===== config.mk =====
export PLATFORM = sky130hd
export DESIGN_NAME = period_averager
export DESIGN_NICKNAME = d
export VERILOG_FILES = /design/src/rtl/period_averager.sv
export SDC_FILE = /design/constraint.sdc
export NUM_CORES = 1
export LEC_CHECK = 0
export BUFFER_PORTS_ARGS = -buffer_cell sky130_fd_sc_hd__buf_2
export CORE_ASPECT_RATIO = 1.2
export CORE_UTILIZATION = 50
export DETAILED_ROUTE_END_ITERATION = 10
export PLACE_DENSITY_LB_ADDON = 0.3
export SETUP_SLACK_MARGIN = 0.05
export SLEW_MARGIN = 0
export SYNTH_ARGS = -nofsm -noshare
export SYNTH_HDL_FRONTEND = slang
export SYNTH_SLANG_ARGS = --single-unit

===== constraint.sdc =====
create_clock -name clk_i -period 4.17 [get_ports clk_i]
set_clock_uncertainty 0.2 [all_clocks]
set_input_delay 0 -clock clk_i [delete_from_list [all_inputs] [get_ports clk_i]]
set_output_delay 0 -clock clk_i [all_outputs]
set_load 0.02 [all_outputs]

===== src/rtl/period_averager.sv =====
// period_averager: measures the clock-cycle spacing between tick_i pulses over
// 2**n consecutive periods (n latched at start, clamped to MAX_PERIODS_LOG2),
// then posts the accumulated sum and the floor average with a one-cycle done_o.
// Aborts with timeout_o if TIMEOUT_CYCLES pass without a tick.
//
// Ports:
//   clk_i, reset_i      clock, synchronous active-high reset
//   start_i             begin a measurement (accepted only in IDLE)
//   num_periods_log2_i  log2 of periods to average, latched on accepted start
//   tick_i              single-cycle event pulse
//   busy_o              high while armed or measuring
//   done_o              one-cycle result strobe
//   timeout_o           last measurement was aborted by timeout
//   period_count_o      average period (sum_o >> latched log2)
//   sum_o               sum of measured periods
//   min_period_o, max_period_o  shortest/longest period (PERIOD_MINMAX_EN only)
//
// Optional feature macro: PERIOD_MINMAX_EN
module period_averager #(
  parameter int unsigned COUNT_WIDTH      = 32,
  parameter int unsigned MAX_PERIODS_LOG2 = 4,
  parameter int unsigned TIMEOUT_CYCLES   = 100000000
) (
  input  logic                                        clk_i,
  input  logic                                        reset_i,
  input  logic                                        start_i,
  input  logic [$clog2(MAX_PERIODS_LOG2+1)-1:0]       num_periods_log2_i,
  input  logic                                        tick_i,
  output logic                                        busy_o,
  output logic                                        done_o,
  output logic                                        timeout_o,
  output logic [COUNT_WIDTH-1:0]                      period_count_o,
  output logic [COUNT_WIDTH+MAX_PERIODS_LOG2-1:0]     sum_o
`ifdef PERIOD_MINMAX_EN
  ,
  output logic [COUNT_WIDTH-1:0]                      min_period_o,
  output logic [COUNT_WIDTH-1:0]                      max_period_o
`endif
);

  localparam int unsigned LOG2_W = $clog2(MAX_PERIODS_LOG2 + 1);
  localparam int unsigned SUM_W  = COUNT_WIDTH + MAX_PERIODS_LOG2;
  localparam int unsigned PCNT_W = MAX_PERIODS_LOG2 + 1;
  localparam logic [COUNT_WIDTH-1:0] TIMEOUT_VAL = COUNT_WIDTH'(TIMEOUT_CYCLES);

  typedef enum logic [1:0] {S_IDLE, S_ARM, S_MEASURE, S_DONE} state_t;

  state_t                   state_q, state_d;
  logic [COUNT_WIDTH-1:0]   cnt_q, cnt_d;
  logic [PCNT_W-1:0]        pcnt_q, pcnt_d;
  logic [SUM_W-1:0]         acc_q, acc_d;
  logic [LOG2_W-1:0]        log2_q, log2_d;
  logic                     busy_d, done_d, timeout_d;
  logic [COUNT_WIDTH-1:0]   avg_d;
  logic [SUM_W-1:0]         sum_d;
  logic [SUM_W-1:0]         total;
  logic [PCNT_W-1:0]        pcnt_inc;
  logic [PCNT_W-1:0]        target;
`ifdef PERIOD_MINMAX_EN
  logic [COUNT_WIDTH-1:0]   run_min_q, run_min_d, run_max_q, run_max_d;
  logic [COUNT_WIDTH-1:0]   min_d, max_d;
  logic [COUNT_WIDTH-1:0]   upd_min, upd_max;
`endif

  // Next-state and next-output logic
  always_comb begin
    state_d   = state_q;
    cnt_d     = cnt_q;
    pcnt_d    = pcnt_q;
    acc_d     = acc_q;
    log2_d    = log2_q;
    timeout_d = timeout_o;
    avg_d     = period_count_o;
    sum_d     = sum_o;
    // Sum including the period that ends on the current tick
    total     = acc_q + SUM_W'(cnt_q);
    pcnt_inc  = pcnt_q + PCNT_W'(1);
    target    = PCNT_W'(1) << log2_q;
`ifdef PERIOD_MINMAX_EN
    run_min_d = run_min_q;
    run_max_d = run_max_q;
    min_d     = min_period_o;
    max_d     = max_period_o;
    upd_min   = (cnt_q < run_min_q) ? cnt_q : run_min_q;
    upd_max   = (cnt_q > run_max_q) ? cnt_q : run_max_q;
`endif

    case (state_q)
      S_IDLE: begin
        if (start_i) begin
          state_d   = S_ARM;
          log2_d    = (num_periods_log2_i > LOG2_W'(MAX_PERIODS_LOG2)) ?
                      LOG2_W'(MAX_PERIODS_LOG2) : num_periods_log2_i;
          cnt_d     = '0;
          pcnt_d    = '0;
          acc_d     = '0;
          timeout_d = 1'b0;
`ifdef PERIOD_MINMAX_EN
          run_min_d = '1;
          run_max_d = '0;
`endif
        end
      end
      S_ARM, S_MEASURE: begin
        if (tick_i) begin
          cnt_d = COUNT_WIDTH'(1);
          if (state_q == S_ARM) begin
            state_d = S_MEASURE;
          end else begin
            acc_d  = total;
            pcnt_d = pcnt_inc;
`ifdef PERIOD_MINMAX_EN
            run_min_d = upd_min;
            run_max_d = upd_max;
`endif
            if (pcnt_inc == target) begin
              state_d = S_DONE;
              sum_d   = total;
              avg_d   = COUNT_WIDTH'(total >> log2_q);
`ifdef PERIOD_MINMAX_EN
              min_d   = upd_min;
              max_d   = upd_max;
`endif
            end
          end
        end else if (cnt_q == TIMEOUT_VAL) begin
          // No tick for TIMEOUT_CYCLES: abort and post a zero result
          state_d   = S_DONE;
          timeout_d = 1'b1;
          sum_d     = '0;
          avg_d     = '0;
`ifdef PERIOD_MINMAX_EN
          min_d     = '0;
          max_d     = '0;
`endif
        end else begin
          cnt_d = cnt_q + COUNT_WIDTH'(1);
        end
      end
      S_DONE: state_d = S_IDLE;
      default: state_d = S_IDLE;
    endcase

    busy_d = (state_d == S_ARM) || (state_d == S_MEASURE);
    done_d = (state_d == S_DONE);
  end

  // State and registered outputs
  always_ff @(posedge clk_i) begin
    if (reset_i) begin
      state_q        <= S_IDLE;
      cnt_q          <= '0;
      pcnt_q         <= '0;
      acc_q          <= '0;
      log2_q         <= '0;
      busy_o         <= 1'b0;
      done_o         <= 1'b0;
      timeout_o      <= 1'b0;
      period_count_o <= '0;
      sum_o          <= '0;
`ifdef PERIOD_MINMAX_EN
      run_min_q      <= '0;
      run_max_q      <= '0;
      min_period_o   <= '0;
      max_period_o   <= '0;
`endif
    end else begin
      state_q        <= state_d;
      cnt_q          <= cnt_d;
      pcnt_q         <= pcnt_d;
      acc_q          <= acc_d;
      log2_q         <= log2_d;
      busy_o         <= busy_d;
      done_o         <= done_d;
      timeout_o      <= timeout_d;
      period_count_o <= avg_d;
      sum_o          <= sum_d;
`ifdef PERIOD_MINMAX_EN
      run_min_q      <= run_min_d;
      run_max_q      <= run_max_d;
      min_period_o   <= min_d;
      max_period_o   <= max_d;
`endif
    end
  end

endmodule


# After elaboration in Yosys (flattened, before gate mapping)
# Cells that the tools add are included.
dict set report totals {
  ff_bits 149
  input_bits 7
  output_inout_bits 71
  wordCells 73
}
dict set report op_classes {
  add_sub_neg 3
  order_cmp 1
  n_eq_ne 16
  shift 2
  muxes 31
  n_reduce_logical 10
}
# cell count
set ops {}
lappend ops {{2-to-1 mux 36 bit} 7}
lappend ops {{2-to-1 mux 32 bit} 7}
lappend ops {{case mux 36 bit (2 select lines)} 1}
lappend ops {{case mux 32 bit (2 select lines)} 1}
lappend ops {{adder 36 x 32 -> 36 bit} 1}
lappend ops {{right shift 36 x 3 -> 32 bit} 1}
lappend ops {{adder 32 x 1 -> 32 bit, second input constant} 1}
lappend ops {{== test 32 x 27 -> 1 bit, second input constant} 1}
lappend ops {{2-to-1 mux 5 bit} 3}
lappend ops {{!= test 2 bit, second input constant} 6}
lappend ops {{AND reduction 4 bit} 3}
lappend ops {{2-to-1 mux 2 bit} 5}
lappend ops {{case mux 5 bit (2 select lines)} 1}
lappend ops {{== test 2 bit, second input constant} 4}
lappend ops {{case mux 2 bit (3 select lines)} 1}
lappend ops {{adder 5 x 1 -> 5 bit, second input constant} 1}
lappend ops {{== test 5 bit} 1}
lappend ops {{<< shifter 1 x 3 -> 5 bit, first input constant} 1}
lappend ops {{== test 2 x 1 -> 1 bit, second input constant} 2}
lappend ops {{nonzero test 2 bit} 2}
lappend ops {{greater-than comparator 3 bit, second input constant} 1}
lappend ops {{2-to-1 mux 1 bit} 3}
lappend ops {{2-to-1 mux 3 bit} 1}
lappend ops {{!= test 3 bit, second input constant} 1}
lappend ops {{other kinds (7)} 7}

# Depth between registers and ports, before layout
dict set report depth {
  depth_word 8
  depth_mapped 13
  mapped_depth_nobuf 11
}

# Least setup slack after synthesis
# Ideal clock, no wire load.
dict set report synth_timing {
  path_type {flip-flop to flip-flop}
  startpoint {register cnt_q[0]}
  endpoint {register period_count_o[21]}
  setup_time_ns 0.122
  arrival_ns 3.020
  t_required_ns 3.848
  slack_ns 0.828
  path_stages_with_launch 12
  path_buffers 0
  synth_period_minus_slack_ns 3.342
  cell_sequence {dfxtp_1 -> ha_1 -> fa_1 -> a21o_1 -> a221oi_4 -> a2bb2oi_2 -> o211ai_4 -> a31oi_4 -> xnor2_1 -> mux4_2 -> and2_0 -> a221o_1}
}
dict set report synth_via {
  elab_chain_len 5
  elab_cells_between_ends 8
  cone_classes {add/sub: 1; eq/ne: 1; shift: 1; mux: 3; reduce/logical: 2}
}
# element line
set synth_lines {}
lappend synth_lines {{start: declaration} 49} ;# logic [COUNT_WIDTH-1:0] cnt_q, cnt_d;
lappend synth_lines {{start signal: assignment} 169} ;# cnt_q <= cnt_d;
lappend synth_lines {{adder 36 x 32 -> 36 bit} 76} ;# total = acc_q + SUM_W'(cnt_q);
lappend synth_lines {{right shift 36 x 3 -> 32 bit} 119} ;# avg_d = COUNT_WIDTH'(total >> log2_q);
lappend synth_lines {{2-to-1 mux 32 bit} 116} ;# if (pcnt_inc == target) begin
lappend synth_lines {{2-to-1 mux 32 bit} 107} ;# if (state_q == S_ARM) begin
lappend synth_lines {{2-to-1 mux 32 bit} 105} ;# if (tick_i) begin
lappend synth_lines {{end signal: assignment} 176} ;# period_count_o <= avg_d;
lappend synth_lines {{end: declaration} 32} ;# output logic [COUNT_WIDTH-1:0] period_count_o,
# Several ways; a longest one is shown, not always the timed one. The select of a mux whose other input is x is not followed.
# A chain may end at the register's enable or synchronous reset.

# Worst setup path after layout
dict set report layout_timing {
  startpoint {register cnt_q[0]}
  endpoint {register period_count_o[18]}
}
# Same word-level chain as after synthesis.

==> metrics.csv <==
metric,value,unit
Final Setup Violations,0,
Post-synth ARST share,0,%
largest family of logic cells by synthesized area,simple AND/OR/NAND/NOR gates,
DR pass1 iterations,11,
Compound-Gate Fraction of Synth Area,21.8,%
"Largest stage delay, worst path",0.53,ns
post-route total power,3.45,mW
dpl hpwl,19700,µm
GPL Wtd Cong,0.958,
Syn Area/Cell,8.05,µm²
vias in the first global route,8336,
CP top delay family,compound AO/OA/AOI/OAI gates,
CP max stage cell,xnor2_1,
# IOs,78,
gr usage total,29.0,%
static leakage,4.09,nW
Clk pwr share,45.6,%
internal power component,2.42,mW
fraction of layout cells with a size suffix above 1,14.7,%
"Top FF cell, synth",dfxtp_1,
number of vias per cell,6.24,
worst slack at placement,0.416,ns
failing checks,design-rule violations,
status,"finished, violations left",
DRC Markers,15,
YS warnings,0,
# port buffers,77,
CP max FO,7,
Slew Limit Headroom,26.9,%
Num CTS Buffers,17,
core area,0.0177,mm²
Starting Density,51.7,%
"commonest cells after routing, fill and taps aside","dfxtp_1, nor2_1, nand2_1",
synthesized-area fraction occupied by adder cells,5.42,%
worst skew pair latency,0.44,ns
Worst-path clk slew,0.07,ns
simple-gate area share of the yosys netlist,23.9,%
sw frac,30.0,%
ANT cells,0,
Unique masters post-synth,74,
Seq cells post-synth,149,
fillers,1584,
critical path class,reg -> reg,
combinational fraction of design power,12.3,%
Final Core Density,58.7,%
Layout area overhead,13.6,%
CP Data Arrival Time,4.00,ns
wire per inst,19.0,µm
Peak Freq,0.261,GHz
"most common cell after layout, fill and taps aside",dfxtp_1,
sequential area share after synthesis,32.6,%
Max-cap violations,0,
Iteration-0 DRC Markers,992,
number of synthesized flops with an enable pin,0,
Crit path top cell by count,o21ai_1,
CTS Hold Buffers Added,5,
initial antenna violation count,0,
critical path buffer and inverter count,0,
RSZ-0062 raised after global routing,no,
post-cts sizing count,0,
Final min period,3.83,ns
mux contribution to synthesized area,6.51,%
DP Cell Count,1387,
via count,8879,
Switch Pwr,1.03,mW
Peak VDD IR,0.000284,V
global-route wire length before repair,43100,µm
Worst Tran Pin Value,1.10,ns
crit-path cells,ha_1 -> fa_1 -> a21o_1 -> a221oi_4 -> o2bb2ai_1 -> o21ai_1 -> o21ai_0 -> xnor2_1 -> mux2i_1 -> mux4_2 -> o21ai_1,
GRT Residual Overflow,0,
Finished Layout Cells,1424,
clock buffer depth,2,
Sequential Power Share,42.1,%
Fin Setup TNS,0,ns
largest net degree at the start of global routing,52,
fin nets,1237,
Mapped Nets,1183,
full die area,0.0188,mm²
clk sink count,149,
post-CTS setup buffer count,0,
CTS tree,yes,
final hold violations,0,
Root Buffer Master,clkbuf_16,
PD cells,332,mW/mm²
remaining antenna violation count after routing,0,
Post-Syn Instances,1137,
chip width,125,µm
XOR/XNOR Fraction of Synth Area,5.84,%
depth of the CTS H-tree,4,
Post-Route WL,27000,µm
Critical Path Source Type,register,
cell area after synthesis,0.00915,mm²
PnR worst setup slack,0.345,ns
Tcrit/Tclk final,91.7,%
critical path endpoint category,register,
worst path required time,4.35,ns
chip height,150,µm
Hold Crit Class,in -> reg,
Max Slew Vio Count,0,
# rows,53,
-- power by group through the flow --
stage | clock (mW) | sequential [mW] | combinational [mW]
after floorplan | 0 | 1.48 | 0.280
after CTS | 1.58 | 1.45 | 0.419
final | 1.58 | 1.45 | 0.424
after detailed placement | 0 | 1.48 | 0.414
after global routing | 1.65 | 1.45 | 0.459
after global placement | 0 | 1.48 | 0.412
-- logic make-up after synthesis --
| logic type | Yosys count |
|---|---|
| DFF | 149 |
| buffers and inverters | 94 |
| and+or+nand+nor | 453 |
| xor gates and xnor gates | 61 |
| muxes | 40 |
| AOI/OAI and AO/OA | 301 |
| adders and majority gates | 39 |
-- through the flow --
stage	cell area (µm²)	hold slack, ns
3_5_place_dp	9730	0.107
5_1_grt	10400	0.0620
3_3_place_gp	9730	0.0984
6_report	10400	0.0266
4_1_cts	10400	0.0200
2_1_floorplan	9150	-0.0378
-- path summary, 6_finish.rpt --
path	start	endpoint	slack (ns)	cells past startpoint
min reg2reg	sum_o[25]$_SDFFE_PP0P_	sum_o[25]$_SDFFE_PP0P_	0.25	2
max reg2reg	cnt_q[0]$_SDFFE_PP0P_	period_count_o[18]$_SDFFE_PP0P_	0.34	11
max	cnt_q[0]$_SDFFE_PP0P_	period_count_o[18]$_SDFFE_PP0P_	0.34	11
min	tick_i	sum_o[2]$_SDFFE_PP0P_	0.03	3
-- worst reg2reg max path, delay by kind of cell, from the launching register on --
kind	cells	cell delay, ns
compound gates	6	1.35
xor+xnor	1	0.53
fa+ha+maj	2	0.64
flops	1	0.35
mux	2	0.69
-- sequential cells by signal, indices dropped and copies added, names as in the netlist --
name / cells
done_o: 1
sum_o: 36
cnt_q: 32
log2_q: 3
period_count_o: 32
busy_o: 1
state_q: 2
pcnt_q: 5
acc_q: 36
timeout_o: 1
-- area by class of cell --
| class | count | area (µm²) | area share [%] |
|---|---|---|---|
| clock buffer | 18 | 439 | 4.23 |
| clock inverter | 14 | 168 | 1.61 |
| inverter | 23 | 86.3 | 0.831 |
| multi-input combinational | 894 | 5820 | 56.1 |
| sequential | 149 | 2980 | 28.7 |
| tap | 220 | 275 | 2.65 |
| timing repair buffer | 106 | 616 | 5.92 |
-- synth_stat cells (8+ instances only) --
master | n | area share, %
dfxtp_1 | 149 | 33
ha_1 | 38 | 5.2
inv_1 | 22 | 0.90
a221o_1 | 9 | 0.98
a211oi_1 | 8 | 0.66
nand4_1 | 10 | 0.68
or3_1 | 13 | 0.89
nand3_1 | 70 | 3.8
a21o_1 | 13 | 1.1
xor2_1 | 33 | 3.2
xnor2_1 | 28 | 2.7
a22oi_1 | 38 | 3.1
mux2i_1 | 19 | 2.1
mux4_2 | 15 | 3.7
nand2_1 | 118 | 4.8
a21oi_1 | 105 | 5.7
and3_1 | 14 | 0.96
nor3_1 | 16 | 0.88
o211ai_1 | 10 | 0.82
nor4_1 | 13 | 0.89
nor2_1 | 133 | 5.5
and2_1 | 8 | 0.55
clkbuf_1 | 61 | 2.5
and4_1 | 9 | 0.86
o21ai_0 | 45 | 2.5
-- metal layers --
| metal | share of wire, % | GRT usage (%) |
|---|---|---|
| met1 | 43 | 35.8 |
| met2 | 48 | 50.4 |
| met3 | 5.3 | 4.05 |
| met4 | 3.0 | 12.9 |
| met5 | 0 | 0 |
Power figures use the tool's default switching activity.
